--- src/rtl/cpu_clk_ctrl_pkg.sv ---
// Shared definitions for the CPU clock-enable sequencer: state encodings and
// default divide / debounce parameters.
package cpu_clk_ctrl_pkg;

  typedef enum logic [1:0] {
    ST_IDLE   = 2'b00,
    ST_RUN    = 2'b01,
    ST_STEP   = 2'b10,
    ST_HALTED = 2'b11
  } clk_state_t;

  localparam int unsigned DIV0_DEF       = 10000;
  localparam int unsigned DIV1_DEF       = 1000000;
  localparam int unsigned DIV2_DEF       = 25000000;
  localparam int unsigned DIV3_DEF       = 1;
  localparam int unsigned CNT_W_DEF      = 26;
  localparam int unsigned DEB_CYCLES_DEF = 1000000;

endpackage

--- src/rtl/cpu_clk_ctrl_if.sv ---
// Board/CPU-side signal bundle of the clock sequencer. The slave modport is the
// sequencer itself; the master modport is the board/CPU side driving it.
interface cpu_clk_ctrl_if;
  logic        run_sw;
  logic        step_btn;
  logic [1:0]  div_sel;
  logic        cpu_halt;
  logic        cpu_ce;
  logic        clk_sys;
  logic [1:0]  state;
  logic [31:0] cycle_cnt;

  modport slave (
    input  run_sw, step_btn, div_sel, cpu_halt,
    output cpu_ce, clk_sys, state, cycle_cnt
  );

  modport master (
    output run_sw, step_btn, div_sel, cpu_halt,
    input  cpu_ce, clk_sys, state, cycle_cnt
  );
endinterface

--- src/rtl/cpu_clk_ctrl_btn_debounce.sv ---
// Push-button conditioner: 2-FF synchroniser, stability counter that accepts a new
// level after DEB_CYCLES consecutive differing samples, and a one-clk rise pulse.
module btn_debounce
  import cpu_clk_ctrl_pkg::*;
#(
  parameter int unsigned DEB_CYCLES = DEB_CYCLES_DEF
) (
  input  logic clk,
  input  logic rst_n,
  input  logic btn_raw,
  output logic level,
  output logic rise
);

  localparam int unsigned CW   = (DEB_CYCLES > 1) ? $clog2(DEB_CYCLES) : 1;
  localparam logic [CW-1:0] CMAX = CW'(DEB_CYCLES - 1);

  logic          sync1;
  logic          sync2;
  logic [CW-1:0] stab_cnt;

  always_ff @(posedge clk or negedge rst_n) begin
    if (!rst_n) begin
      sync1    <= 1'b0;
      sync2    <= 1'b0;
      stab_cnt <= '0;
      level    <= 1'b0;
      rise     <= 1'b0;
    end else begin
      sync1 <= btn_raw;
      sync2 <= sync1;
      rise  <= 1'b0;
      if (sync2 != level) begin
        if (stab_cnt == CMAX) begin
          level    <= sync2;
          stab_cnt <= '0;
          rise     <= sync2;
        end else begin
          stab_cnt <= stab_cnt + CW'(1);
        end
      end else begin
        stab_cnt <= '0;
      end
    end
  end

endmodule

--- src/rtl/cpu_clk_ctrl.sv ---
// Run/step/halt sequencer producing a registered one-clk CPU clock enable, a
// display toggle and a count of issued enables.
module cpu_clk_ctrl
  import cpu_clk_ctrl_pkg::*;
#(
  parameter int unsigned DIV0       = DIV0_DEF,
  parameter int unsigned DIV1       = DIV1_DEF,
  parameter int unsigned DIV2       = DIV2_DEF,
  parameter int unsigned DIV3       = DIV3_DEF,
  parameter int unsigned CNT_W      = CNT_W_DEF,
  parameter int unsigned DEB_CYCLES = DEB_CYCLES_DEF
) (
  input  logic           clk,
  input  logic           rst_n,
  cpu_clk_ctrl_if.slave  bus
);

  localparam logic [CNT_W-1:0] LIM0 = CNT_W'(DIV0 - 1);
  localparam logic [CNT_W-1:0] LIM1 = CNT_W'(DIV1 - 1);
  localparam logic [CNT_W-1:0] LIM2 = CNT_W'(DIV2 - 1);
  localparam logic [CNT_W-1:0] LIM3 = CNT_W'(DIV3 - 1);

  clk_state_t       state_q, state_nx;
  logic             cpu_ce_q, ce_nx;
  logic             clk_sys_q;
  logic [31:0]      cycle_cnt_q;
  logic [CNT_W-1:0] div_cnt_q, div_cnt_nx;
  logic [CNT_W-1:0] lim;
  logic             deb_level, deb_rise, step_pulse;

  btn_debounce #(.DEB_CYCLES(DEB_CYCLES)) u_deb (
    .clk     (clk),
    .rst_n   (rst_n),
    .btn_raw (bus.step_btn),
    .level   (deb_level),
    .rise    (deb_rise)
  );

  // rise is only ever raised together with the debounced level going high
  assign step_pulse = deb_rise & deb_level;

  always_comb begin
    lim = LIM0;
    case (bus.div_sel)
      2'd0:    lim = LIM0;
      2'd1:    lim = LIM1;
      2'd2:    lim = LIM2;
      default: lim = LIM3;
    endcase
  end

  always_ff @(posedge clk or negedge rst_n) begin
    if (!rst_n) begin
      state_q     <= ST_IDLE;
      cpu_ce_q    <= 1'b0;
      clk_sys_q   <= 1'b0;
      cycle_cnt_q <= '0;
      div_cnt_q   <= '0;
    end else begin
      state_q     <= state_nx;
      cpu_ce_q    <= ce_nx;
      clk_sys_q   <= clk_sys_q ^ ce_nx;
      cycle_cnt_q <= cycle_cnt_q + {31'b0, ce_nx};
      div_cnt_q   <= div_cnt_nx;
    end
  end

  always_comb begin
    state_nx = state_q;
    case (state_q)
      ST_IDLE: begin
        if (bus.cpu_halt)    state_nx = ST_HALTED;
        else if (bus.run_sw) state_nx = ST_RUN;
        else if (step_pulse) state_nx = ST_STEP;
      end
      ST_RUN: begin
        if (bus.cpu_halt)     state_nx = ST_HALTED;
        else if (!bus.run_sw) state_nx = ST_IDLE;
      end
      ST_STEP:   state_nx = ST_IDLE;
      ST_HALTED: begin
        if (!bus.cpu_halt && !bus.run_sw) state_nx = ST_IDLE;
      end
      default:   state_nx = ST_IDLE;
    endcase
  end

  // Enable and divide counter are computed one cycle ahead so cpu_ce lands
  // together with the registered state.
  always_comb begin
    ce_nx      = 1'b0;
    div_cnt_nx = '0;
    case (state_q)
      ST_IDLE: ce_nx = !bus.cpu_halt && !bus.run_sw && step_pulse;
      ST_RUN: begin
        if (!bus.cpu_halt && bus.run_sw) begin
          if (div_cnt_q >= lim) ce_nx      = 1'b1;
          else                  div_cnt_nx = div_cnt_q + CNT_W'(1);
        end
      end
      default: ce_nx = 1'b0;
    endcase
  end

  assign bus.cpu_ce    = cpu_ce_q;
  assign bus.clk_sys   = clk_sys_q;
  assign bus.state     = state_q;
  assign bus.cycle_cnt = cycle_cnt_q;

endmodule

--- src/flat_wrapper.sv ---
// flat-port wrapper written by rule: the top's interface ports become plain ports
module cpu_clk_ctrl_flat import cpu_clk_ctrl_pkg::*;
#(
  parameter int unsigned DIV0       = DIV0_DEF,
  parameter int unsigned DIV1       = DIV1_DEF,
  parameter int unsigned DIV2       = DIV2_DEF,
  parameter int unsigned DIV3       = DIV3_DEF,
  parameter int unsigned CNT_W      = CNT_W_DEF,
  parameter int unsigned DEB_CYCLES = DEB_CYCLES_DEF
)
  (clk, rst_n, bus_run_sw, bus_step_btn, bus_div_sel, bus_cpu_halt, bus_cpu_ce, bus_clk_sys, bus_state, bus_cycle_cnt);
  cpu_clk_ctrl_if bus_i ();
  input  logic clk;
  input  logic rst_n;
  input wire logic [$bits(bus_i.run_sw)-1:0] bus_run_sw;
  input wire logic [$bits(bus_i.step_btn)-1:0] bus_step_btn;
  input wire logic [$bits(bus_i.div_sel)-1:0] bus_div_sel;
  input wire logic [$bits(bus_i.cpu_halt)-1:0] bus_cpu_halt;
  output wire logic [$bits(bus_i.cpu_ce)-1:0] bus_cpu_ce;
  output wire logic [$bits(bus_i.clk_sys)-1:0] bus_clk_sys;
  output wire logic [$bits(bus_i.state)-1:0] bus_state;
  output wire logic [$bits(bus_i.cycle_cnt)-1:0] bus_cycle_cnt;
  assign bus_i.run_sw = bus_run_sw;
  assign bus_i.step_btn = bus_step_btn;
  assign bus_i.div_sel = bus_div_sel;
  assign bus_i.cpu_halt = bus_cpu_halt;
  assign bus_cpu_ce = bus_i.cpu_ce;
  assign bus_clk_sys = bus_i.clk_sys;
  assign bus_state = bus_i.state;
  assign bus_cycle_cnt = bus_i.cycle_cnt;
  cpu_clk_ctrl #(.DIV0(DIV0), .DIV1(DIV1), .DIV2(DIV2), .DIV3(DIV3), .CNT_W(CNT_W), .DEB_CYCLES(DEB_CYCLES)) u_core (.clk(clk), .rst_n(rst_n), .bus(bus_i));
endmodule
--- config.mk ---
export PLATFORM = sky130hd
export DESIGN_NAME = cpu_clk_ctrl_flat
export DESIGN_NICKNAME = d
export VERILOG_FILES = /design/src/rtl/cpu_clk_ctrl_pkg.sv /design/src/rtl/cpu_clk_ctrl_if.sv /design/src/rtl/cpu_clk_ctrl_btn_debounce.sv /design/src/rtl/cpu_clk_ctrl.sv /design/src/flat_wrapper.sv
export SDC_FILE = /design/constraint.sdc
export NUM_CORES = 1
export LEC_CHECK = 0
export CORE_UTILIZATION = 35
export DETAILED_ROUTE_END_ITERATION = 16
export GPL_ROUTABILITY_DRIVEN = 0
export SLEW_MARGIN = 20
export SYNTH_ARGS = -nofsm -noshare
export SYNTH_HDL_FRONTEND = slang
export SYNTH_SLANG_ARGS = --single-unit
--- constraint.sdc ---
create_clock -name clk -period 3.3 [get_ports clk]
set_clock_uncertainty 0.15 [all_clocks]
set_input_delay 0.33 -clock clk [delete_from_list [all_inputs] [get_ports clk]]
set_output_delay 0.33 -clock clk [all_outputs]
set_load 0.05 [all_outputs]
---- Word level (Yosys, flattened, before mapping) ----
Cells that the tools add are included.
storage, ports and cells
  flip-flop bits (word level) ............. 86
  bits of input ports ..................... 7
  output and inout bits ................... 36
  logic and storage cells ................. 53
operators by class
  $add $sub $neg .......................... 3
  order comparisons ....................... 1
  equality and inequality tests ........... 10
  mux-type cells .......................... 18
  bitwise gates (word level) .............. 2
  reduce and logical (&&, ||, !) cells .... 9
operators with widths
  operator                 count
  $mux W26                 3
  $pmux W25 S3             1
  $mux W20                 2
  $add A32 B1 Y32          1
  $add A26 B1 Y26 const B  1
  $ge A26 B25 Y1           1
  $add A20 B1 Y20 const B  1
  $eq A20 B20 Y1 const B   1
  $mux W2                  6
  $pmux W2 S4              1
  $eq A2 B2 Y1 const B     3
  $eq A2 B1 Y1 const B     2
  $logic_not A2 Y1         2
  $mux W1                  4
  $ne A4 B3 Y1 const B     1
  $logic_and A1 B1 Y1      3
  $ne A3 B3 Y1 const B     1
  $reduce_and A3 Y1        1
  $logic_not A1 Y1         2
  $ne A2 B1 Y1 const B     1
  $pmux W1 S2              1
  $reduce_and A2 Y1        1
  $and A1 B1 Y1            1
  $ne A1 B1 Y1             1
  $xor A1 B1 Y1            1

---- Longest topological paths before layout ----
Gate-level depths: netlist of the first run.
  depth in word-level cells ............... 7
  mapped depth ............................ 17
  mapped depth without buffers ............ 17

---- Modules after synthesis ----
From an unflattened synthesis of the first run, not the netlist that was laid out.
unflattened totals
  cells, all modules ...................... 429
  area, all modules ....................... 4539.4 um2
by module, submodules not included
  module        times used  cells an instance  area each (um2)  sequential area each (um2)
  cpu_clk_ctrl  1           322                3354.5           1551.5
  btn_debounce  1           107                1184.9           600.6

---- Worst setup path before layout of the first run ----
No wires, ideal clock.
  path kind ............................... input-to-reg
  from .................................... in bus_div_sel[0]
  to ...................................... reg u_core.cycle_cnt_q[26], in the netlist u_core.bus.cycle_cnt[26]
  setup time .............................. 0.142 ns
  arrival ................................. 3.612 ns
  data required time ...................... 3.008 ns
  path slack .............................. -0.604 ns
  stages on the path ...................... 15
  path buffers ............................ 0
  path through ............................ inv_1 -> ha_1 -> inv_1 -> ha_1 -> or4bb_2 -> a311oi_1 -> a2bb2oi_1 -> ha_1 -> ha_1 -> nand2_1 -> nor3_1 -> nand4_1 -> nor2_1 -> nand2_1 -> xnor2_1
between the ends
  cells in the longest elaborated chain, start to end .. 7
  elaborated cells between the ends (all ways) .. 9
  those cells by class .................... add/sub: 1; order compare: 1; eq/ne: 2; mux: 4; reduce/logical: 1
ends and longest elaborated chain
  what                                        RTL line            RTL
  from (decl)                                 flat_wrapper.sv:17  input wire logic [$bits(bus_i.div_sel)-1:0] bus_div_sel;
  $eq A2 B2 Y1, or another cell as far along  cpu_clk_ctrl.sv:44  case (bus.div_sel)
  $pmux W25 S3 (*)                            cpu_clk_ctrl.sv:44
  $ge A26 B25 Y1 (*)                          cpu_clk_ctrl.sv:97  if (div_cnt_q >= lim) ce_nx = 1'b1;
  $mux W1 (*)                                 cpu_clk_ctrl.sv:97
  $mux W1 (*)                                 cpu_clk_ctrl.sv:96  if (!bus.cpu_halt && bus.run_sw) begin
  $pmux W1 S2 (*)                             cpu_clk_ctrl.sv:93  case (state_q)
  net u_core.ce_nx                            cpu_clk_ctrl.sv:24  logic cpu_ce_q, ce_nx;
  $add A32 B1 Y32 (*)                         cpu_clk_ctrl.sv:63  cycle_cnt_q <= cycle_cnt_q + {31'b0, ce_nx};
  to (signal assigned)                        cpu_clk_ctrl.sv:63
  to (decl)                                   cpu_clk_ctrl.sv:26  logic [31:0] cycle_cnt_q;
Mark *: on every way through the listed nets, which the timed path passes. The rest lies on a longest branch.
A chain may end at the register's enable or synchronous reset.

---- Worst setup path in the final report of the first run ----
Same ends and word-level chain as after synthesis.

==> qor.csv, run 1 <==
metric,value,unit
clkTransAtPathRegs,70,ps
criticalPathCategory,in -> reg,
cts_buffers,9,
rows,41,
synth.avg_cell_area,10.89,um2
worstPathRequired,3370,ps
cts_buffer_depth,2,
synth_nets,452,
synth_cell_types,49,
ys_top_cells_by_area,"dfrtp_1 47%, xor2_1 8.5%, ha_1 8.0%, xnor2_1 5.4%, nor2_4 4.5%",
fillers,1197,
area_growth,31.72,%
tightest_slew,640.3,ps
synth_top_cells_by_count,"86 x dfrtp_1, 47 x nor2_1, 44 x xor2_1",
die_h,115.8,um
leakage,2.596,nW
dp.cells,657,
start_kind,primary input,
holdPathStages,0,
fin_ws,-29.98,ps
drt_pass1_iterations,5,
postRouteAntennaNets,0,
crit_family,simple AND/OR/NAND/NOR gates,
path_max_fanout,6,
dr_wl_met3,301,um
synth_warnings,0,
cts.sinks,86,
design_area,5969,um2
synth_area_leader_cell,dfrtp_1,
synth_edf_count,0,
period_minus_slack,3330,ps
period_share,100.9,%
cp_slowest_cell,a311oi_2,
first_global_vias,3427,
synthArstFlopShare,100.0,%
holdCritPathClass,reg -> reg,
io_buffers,42,
finalSetupViolCount,4,
core_area,12620,um2
finalMaxSlewViolations,0,
clk_latency,340,ps
drt-initial-drc-count,122,
fin_nets,538,
yosys.area.top_type_share,47.49,%
drive_gt1_share,23.47,%
wire_per_inst,13.83,um
initial_core_util,35.91,%
crit_buf_inv,3,
wl_met1,4402,um
cts_tree,yes,
relSlewSlack,57.21,%
slowest_delay,400,ps
cp.arrival,3400,ps
hold_violations,0,
cts_max_level,3,
timing.fmax,0.3003,GHz
rsz0062_at_grt,true,
grt.overflow.total,0,
via_count,3293,
drc,0,
ys.flop_type,dfrtp_1,
n_antenna_cell,0,
die_area,13410,um2
violations,negative setup slack,
pin_count,43,
synth_most_common_cell,dfrtp_1,
fin_setup_tns,-80.20,ps
antenna_found_initial,0,
hpwl,6763,um
power-per-cell-area,364.6,nW/um2
synth_cells,416,
finalNonFillerCells,679,
syn_area,4532,um2
drv_cap,0,
grt_pass1_wl,16210,um
die-width,115.8,um
cp_common_cell,ha_4,
vdd_drop_max,0.0003396,V
highest-signal-layer,met4,
path_depth,18,
route.met2.wl,4573,um
place_area,5503,um2
rr_worst_depth,14,
grt_max_degree,34,
grtUsageTotal,15.51,%
outcome,"complete, but fails checks",
synth_seq_cells,86,
routed_wl,9389,um
cp-end-kind,register,
path_cells,buf_12 > inv_12 > ha_4 > inv_8 > ha_4 > nand4b_1 > nor2_2 > a41oi_2 > a311oi_2 > a2bb2oi_2 > ha_2 > ha_4 > nand2_4 > nor3_4 > nand4_1 > nor2_2 > nand2_1 > xnor2_1,
yosysSeqAreaShare,47.49,%
viasPerCell,4.850,
clockRootBuffer,clkbuf_16,
-- final timing paths --
kind / startpoint / endpoint / slack, ps
max in group asynchronous: rst_n / u_core.bus.cycle_cnt[31] / 2010
max: bus_div_sel[0] / u_core.bus.cycle_cnt[26] / -30
min reg2reg: u_core.u_deb.sync1 / u_core.u_deb.sync2 / 210
min: u_core.u_deb.sync1 / u_core.u_deb.sync2 / 210
min in group asynchronous: rst_n / u_core.bus.cycle_cnt[22] / 270
max reg2reg: u_core.div_cnt_q[16] / u_core.bus.cycle_cnt[26] / -10
-- per-stage QoR --
step	power (mW)	util, %	setup slack (ps)	hold WS (ps)
final	2.177	47.30	-29.98	205.8
after global routing	2.271	47.30	-291.0	219.4
after CTS	2.209	46.71	-1.709	207.0
after detailed placement	1.243	43.61	-933.0	101.2
after global placement	1.238	43.61	-830.5	98.60
after floorplan	1.176	-	-134.9	-115.6
-- cells in the final DEF, fill, tap and decap left out, types with 8 or more instances in the layout --
cell type and instances:
dfrtp_1 86, xor2_1 44, nor2_1 40, clkdlybuf4s50_1 39
buf_4 36, nand2_1 30, xnor2_1 28, nand3_1 24
nand4_1 21, nor2_4 19, ha_1 18, and3_1 13
ha_4 9, clkbuf_16 9, nor2_2 8
-- timing repair --
item                                   in CTS  in global routing
gates resized for setup                    25                 19
hold buffers                                1                  0
buffers inserted                            4                  2
setup endpoints to repair                  53                 24
endpoints found under the hold margin      22                  0
pin swaps                                  16                 17
-- cell type report --
type	count	area (um2)	share of cell area (%)
Timing Repair Buffer	81	762.0	12.76
Clock inverter	6	46.29	0.7755
Inverter	7	51.30	0.8594
Sequential cell	86	2152	36.05
Tap cell	172	215.2	3.605
Multi-Input combinational cell	317	2514	42.11
Clock buffer	10	229.0	3.836
-- cells by family (layout without fill, tap and decap cells) --
family	Yosys count	count (layout)	synth area share [%]
muxes	2	2	0.4969
and+or+nand+nor	190	190	23.77
adders and majority gates	29	29	8.007
xor gates and xnor gates	72	72	13.92
AOI/OAI and AO/OA	24	24	4.307
DFF	86	86	47.49
buffers and inverters	13	104	2.016
-- routing by layer --
metal | global-route usage (%) | up-vias
met5 | 0 | -
met1 | 20.29 | 1615
met3 | 4.236 | 11
met4 | 3.932 | 0
met2 | 25.44 | 49
li1 | - | 1618
-- state kept, by name (all words and copies together) (netlist names) --
register,flops
u_core.u_deb.rise,1
u_core.div_cnt_q,26
u_core.u_deb.sync1,1
u_core.bus.clk_sys,1
u_core.u_deb.level,1
u_core.bus.cycle_cnt,32
u_core.bus.cpu_ce,1
u_core.bus.state,2
u_core.u_deb.stab_cnt,20
u_core.u_deb.sync2,1
-- report_power, final --
part / internal [mW] / switching (mW) / leakage, nW
sequential: 1.06 / 0.00995 / 1.19
clock: 0.517 / 0.429 / 0.135
combinational: 0.0615 / 0.0963 / 1.27
Note: power is estimated with default switching activity, not from simulation.
==> run 2: changes to the inputs <==
Settings changed: PLACE_DENSITY from default to 0.56.
==> qor.csv, run 2 (synthesized netlist as in run 1, its figures left out) <==
metric,value,unit,change
outcome,"complete, but fails checks",,unchanged
violations,negative hold slack,,was negative setup slack
antenna_found_initial,0,,unchanged
cts_buffers,9,,unchanged
clockRootBuffer,clkbuf_16,,unchanged
layout_common_cells,"86 x dfrtp_1, 46 x buf_4, 44 x xor2_1",,"was 86 x dfrtp_1, 44 x xor2_1, 40 x nor2_1"
clkTransAtPathRegs,60,ps,was 70 ps
rsz0062_at_grt,true,,unchanged
seq_power_share,48.8,%,was 49.3%
cp_slowest_cell,a311oi_2,,unchanged
fin_nets,546,,was 538
wire_per_inst,13.92,um,was 13.83 um
finalMaxSlewViolations,0,,unchanged
timing.fmax,0.3034,GHz,was 0.3003 GHz
io_buffers,42,,unchanged
n_antenna_cell,0,,unchanged
p_clk_share,43.9,%,was 43.5%
startpoint,bus_div_sel[1],,was bus_div_sel[0]
routed_wl,9561,um,was 9389 um
grtUsageTotal,15.58,%,was 15.51%
tightest_slew,921.4,ps,was 640.3 ps
holdCritPathClass,in -> async,,was reg -> reg
die_h,115.8,um,unchanged
period_share,99.89,%,was 100.9%
area_growth,34.43,%,was 31.72%
p_int,1.681,mW,was 1.641 mW
grt_pass1_wl,16070,um,"was 16,210 um"
viasPerCell,4.802,,was 4.850
cts.sinks,86,,unchanged
drc,0,,unchanged
grt_max_degree,74,,was 34
dp.cells,665,,was 657
worstPathRequired,3370,ps,about the same
cts_tree,yes,,unchanged
finalSetupViolCount,0,,was 4
finalNonFillerCells,687,,was 679
critPathCapture,u_core.bus.cycle_cnt[26],,unchanged
cts_max_level,3,,unchanged
cp_common_cell,ha_4,,unchanged
via_count,3299,,"was 3,293"
postRouteAntennaNets,0,,unchanged
die-width,115.8,um,unchanged
period_minus_slack,3296,ps,was 3330 ps
leakage,2.663,nW,was 2.596 nW
cp-end-kind,register,,unchanged
hold_violations,14,,was 0
core_area,12620,um2,unchanged
pwr-share-comb,7.3,%,about the same
switching_power,517.7,uW,was 535.4 uW
multi_input_area,2580,um2,was 2514 um2
path_cells,buf_12 > inv_6 > ha_4 > inv_8 > ha_4 > nand4b_1 > nor2_2 > a41oi_2 > a311oi_2 > a2bb2oi_2 > ha_2 > ha_4 > nand2_4 > nor3_4 > nand4_1 > nor2_2 > nand2_1 > xnor2_1,,was buf_12 > inv_12 > ha_4 > inv_8 > ha_4 > nand4b_1 > nor2_2 > a41oi_2 > a311oi_2 > a2bb2oi_2 > ha_2 > ha_4 > nand2_4 > nor3_4 > nand4_1 > nor2_2 > nand2_1 > xnor2_1
rows,41,,unchanged
die_area,13410,um2,unchanged
r2r_start,u_core.div_cnt_q[10],,was u_core.div_cnt_q[16]
criticalPathCategory,in -> reg,,unchanged
drt_pass1_iterations,4,,was 5
slowest_delay,410,ps,was 400 ps
pin_count,43,,unchanged
fillers,1181,,"was 1,197"
power-per-cell-area,360.9,nW/um2,was 364.6 nW/um2
timing.hold.ws,-43.07,ps,was 205.8 ps
drv_cap,0,,unchanged
seq_area,2152,um2,unchanged
vdd_drop_max,0.0003431,V,was 0.0003396 V
clk_latency,340,ps,about the same
hpwl,6787,um,was 6763 um
cts_buffer_depth,2,,unchanged
grt.overflow.total,0,,unchanged
r2r_setup_slack,20,ps,was -10 ps
relSlewSlack,38.57,%,was 57.21%
drt-initial-drc-count,118,,was 122
path_max_fanout,6,,unchanged
initial_core_util,35.91,%,unchanged
final_common_cell,dfrtp_1,,unchanged
first_global_vias,3391,,"was 3,427"
largest_reg_flops,32,,unchanged
start_kind,primary input,,unchanged
switching_share,23.55,%,was 24.60%
cts.hold.buffers_added,0,,was 1
r2r_end,u_core.bus.cycle_cnt[26],,unchanged
cp.arrival,3370,ps,was 3400 ps
drive_gt1_share,26.21,%,was 23.47%
rr_worst_depth,14,,unchanged
==> run 2: through the flow <==
| stage | util, % | power (mW) | setup TNS, ps | area (um2) | worst slack (ps) |
|---|---|---|---|---|---|
| 3_5_place_dp | 43.98 | 1.242 | -34790 | 5550 | -935.0 |
| 6_report | 48.27 | 2.198 | 0 | 6092 | 3.785 |
| 5_1_grt | 48.27 | 2.291 | -1733 | 6092 | -178.0 |
| 2_1_floorplan | - | 1.176 | -514.2 | 4661 | -134.9 |
| 4_1_cts | 47.21 | 2.226 | -34.71 | 5958 | -34.71 |
| 3_3_place_gp | 43.98 | 1.238 | -30340 | 5550 | -836.0 |
==> run 2: worst min-delay path by stage <==
stage	from	to	slack, ps	cells past startpoint
floorplan	rst_n	u_core.bus.clk_sys	-120	0
global placement	u_core.u_deb.sync1	u_core.u_deb.sync2	180	0
detailed placement	u_core.u_deb.sync1	u_core.u_deb.sync2	190	0
CTS	rst_n	u_core.bus.cycle_cnt[22]	10	1
global route	rst_n	u_core.bus.cycle_cnt[23]	50	1
finish	rst_n	u_core.bus.cycle_cnt[22]	-40	1
==> run 2: final cells by class <==
type,count,area share (%)
flip-flops and latches,86,35.33
clock inverters,4,0.4929
well taps,172,3.533
clock buffers,12,4.210
multi-input cells,317,42.35
inverters,7,0.8421
repair buffers,89,13.25
==> run 2: worst max-delay path, delay by kind of cell <==
kind | cells | cell delay [ps]
AND/OR/NAND/NOR | 7 | 1030
buffers and inverters | 3 | 190
AO/OA/AOI/OAI | 3 | 770
adder cells (fa/ha/maj) | 4 | 910
XOR/XNOR | 1 | 130
==> run 2: repair_timing <==
item,CTS,global route
setup buffers,6,2
setup endpoints to repair,56,20
resized for setup,25,30
pin swaps,16,25
hold endpoints to repair,0,0
==> run 2: per-layer routing <==
layer  global-route usage [%]  share of wire [%]  up-vias
met5                        0                  0        -
met4                    5.128                1.2        0
met3                    5.178                3.4       10
met2                    25.12                 48       49
met1                    19.69                 47     1596
li1                         -                  -     1644
==> run 2: power by group through the flow <==
stage,clock (mW),combinational (mW),sequential (mW)
after global routing,1.04,0.179,1.07
after CTS,0.997,0.157,1.07
after detailed placement,0,0.150,1.09
after floorplan,0,0.0716,1.10
after global placement,0,0.146,1.09
final,0.965,0.161,1.07
==> run 3: changes to the inputs <==
Settings changed: CTS_CLUSTER_SIZE from default to 30, SETUP_SLACK_MARGIN from default to 0.2.
==> qor.csv, run 3 (synthesized netlist as in run 1, its figures left out) <==
metric,value,unit,change
pre_cts_ws,-910.6,ps,was -935.0 ps
die_h,115.8,um,unchanged
pin_count,43,,unchanged
power-per-cell-area,386.9,nW/um2,was 360.9 nW/um2
area_growth,35.67,%,was 34.43%
final_common_cell,dfrtp_1,,unchanged
seq_area,2152,um2,unchanged
leakage,2.685,nW,was 2.663 nW
drt-initial-drc-count,105,,was 118
outcome,"complete, but fails checks",,unchanged
hpwl,6782,um,was 6787 um
holdCritPathClass,reg -> reg,,was in -> async
drt_pass1_iterations,4,,unchanged
drc,0,,unchanged
die-width,115.8,um,unchanged
clk_latency,340,ps,about the same
period_minus_slack,3343,ps,was 3296 ps
core_area,12620,um2,unchanged
largest_reg_flops,32,,unchanged
hold_violations,0,,was 14
antenna_found_initial,0,,unchanged
grt_max_degree,49,,was 74
via_count,3320,,"was 3,299"
finalSetupViolCount,7,,was 0
finalMaxSlewViolations,0,,unchanged
layout_common_cells,"86 x dfrtp_1, 44 x xor2_1, 42 x buf_4",,"was 86 x dfrtp_1, 46 x buf_4, 44 x xor2_1"
clockRootBuffer,clkbuf_16,,unchanged
worstPathRequired,3380,ps,was 3370 ps
relSlewSlack,56.56,%,was 38.57%
path_max_fanout,6,,unchanged
vdd_drop_max,0.0002416,V,was 0.0003431 V
wire_per_inst,13.74,um,was 13.92 um
grt_pass1_wl,16060,um,"was 16,070 um"
rsz0062_at_grt,true,,unchanged
cts_tree,yes,,unchanged
clkTransAtPathRegs,60,ps,about the same
multi_input_area,2565,um2,was 2580 um2
tightest_slew,651.7,ps,was 921.4 ps
period_share,101.3,%,was 99.89%
cp-end-kind,register,,unchanged
criticalPathCategory,in -> reg,,unchanged
fin_setup_tns,-120.5,ps,was 0 ps
die_area,13410,um2,unchanged
routed_wl,9455,um,was 9561 um
cp.arrival,3420,ps,was 3370 ps
cts.sinks,86,,unchanged
cts_max_level,3,,unchanged
fin_ws,-42.65,ps,was 3.785 ps
drive_gt1_share,25.78,%,was 26.21%
violations,negative setup slack,,was negative hold slack
fillers,1172,,"was 1,181"
rows,41,,unchanged
viasPerCell,4.826,,was 4.802
grt.overflow.total,0,,unchanged
timing.fmax,0.2992,GHz,was 0.3034 GHz
io_buffers,42,,unchanged
fin_nets,548,,was 546
first_global_vias,3391,,unchanged
postRouteAntennaNets,0,,unchanged
drv_cap,0,,unchanged
initial_core_util,35.91,%,unchanged
cts_buffer_depth,2,,unchanged
cts_buffers,9,,unchanged
grtUsageTotal,15.80,%,was 15.58%
start_kind,primary input,,unchanged
n_antenna_cell,0,,unchanged
==> run 3: repair_timing <==
item                                   CTS  global route
hold buffers                             1             0
endpoints found under the hold margin   46             0
pin swaps                               20            14
gates cloned                             0             0
setup endpoints to repair               59            26
buffers inserted                         5             3
gates resized for setup                 34            18
==> run 3: layer usage <==
metal  share of wire, %  track usage [%]  up-vias
li1                   -                -     1650
met3                3.0            3.347       16
met4                2.5            8.803        0
met2                 47            24.60       47
met5                  0                0        -
met1                 48            20.48     1607
==> run 3: path summary, 6_finish.rpt <==
kind | from | slack (ps) | depth (start not counted) | to
max in group asynchronous | rst_n | 1850 | 3 | u_core.bus.cycle_cnt[3]
max | bus_div_sel[0] | -40 | 19 | u_core.bus.cycle_cnt[18]
min | u_core.u_deb.sync1 | 200 | 0 | u_core.u_deb.sync2
max reg2reg | u_core.div_cnt_q[11] | 40 | 14 | u_core.bus.cycle_cnt[18]
min reg2reg | u_core.u_deb.sync1 | 200 | 0 | u_core.u_deb.sync2
min in group asynchronous | rst_n | 420 | 2 | u_core.u_deb.stab_cnt[13]
==> run 3: final cells by class <==
| cell class | count | area share [%] |
|---|---|---|
| multi-input cells | 317 | 41.72 |
| flip-flops and latches | 86 | 35.00 |
| inverters | 7 | 0.7937 |
| well taps | 172 | 3.500 |
| clock inverters | 4 | 1.547 |
| repair buffers | 91 | 13.49 |
| clock buffers | 11 | 3.948 |
==> run 3: power by group <==
part | switching, mW | internal (mW) | total [mW]
registers | 0.00944 | 1.06 | 1.07
logic | 0.0959 | 0.0603 | 0.156
clock network | 0.395 | 0.755 | 1.15
total | 0.500 | 1.88 | 2.38
==> run 3: worst max-delay path: stages <==
cell       delay, ps
buf_6             70
buf_8            120
inv_12            30
ha_4             270
inv_6             60
ha_4             260
nand4b_1         150
nor2_2           190
a41oi_2          120
a311oi_2         410
a2bb2oi_2        240
ha_2             220
ha_4             140
nand2_4           60
buf_6            130
nor4_2           200
buf_4            160
nand4_1          110
xnor2_1          150
==> run 3: through the flow <==
step / cell area (um2) / cells / util (%) / power, mW / hold slack [ps]
2_1_floorplan: 4661 / 416 / - / 1.176 / -115.6
3_3_place_gp: 5543 / 664 / 43.92 / 1.239 / 184.5
3_5_place_dp: 5543 / 664 / 43.92 / 1.241 / 187.3
4_1_cts: 6046 / 685 / 47.91 / 2.410 / 201.3
5_1_grt: 6148 / 688 / 48.72 / 2.477 / 210.3
6_report: 6148 / 688 / 48.72 / 2.379 / 202.6
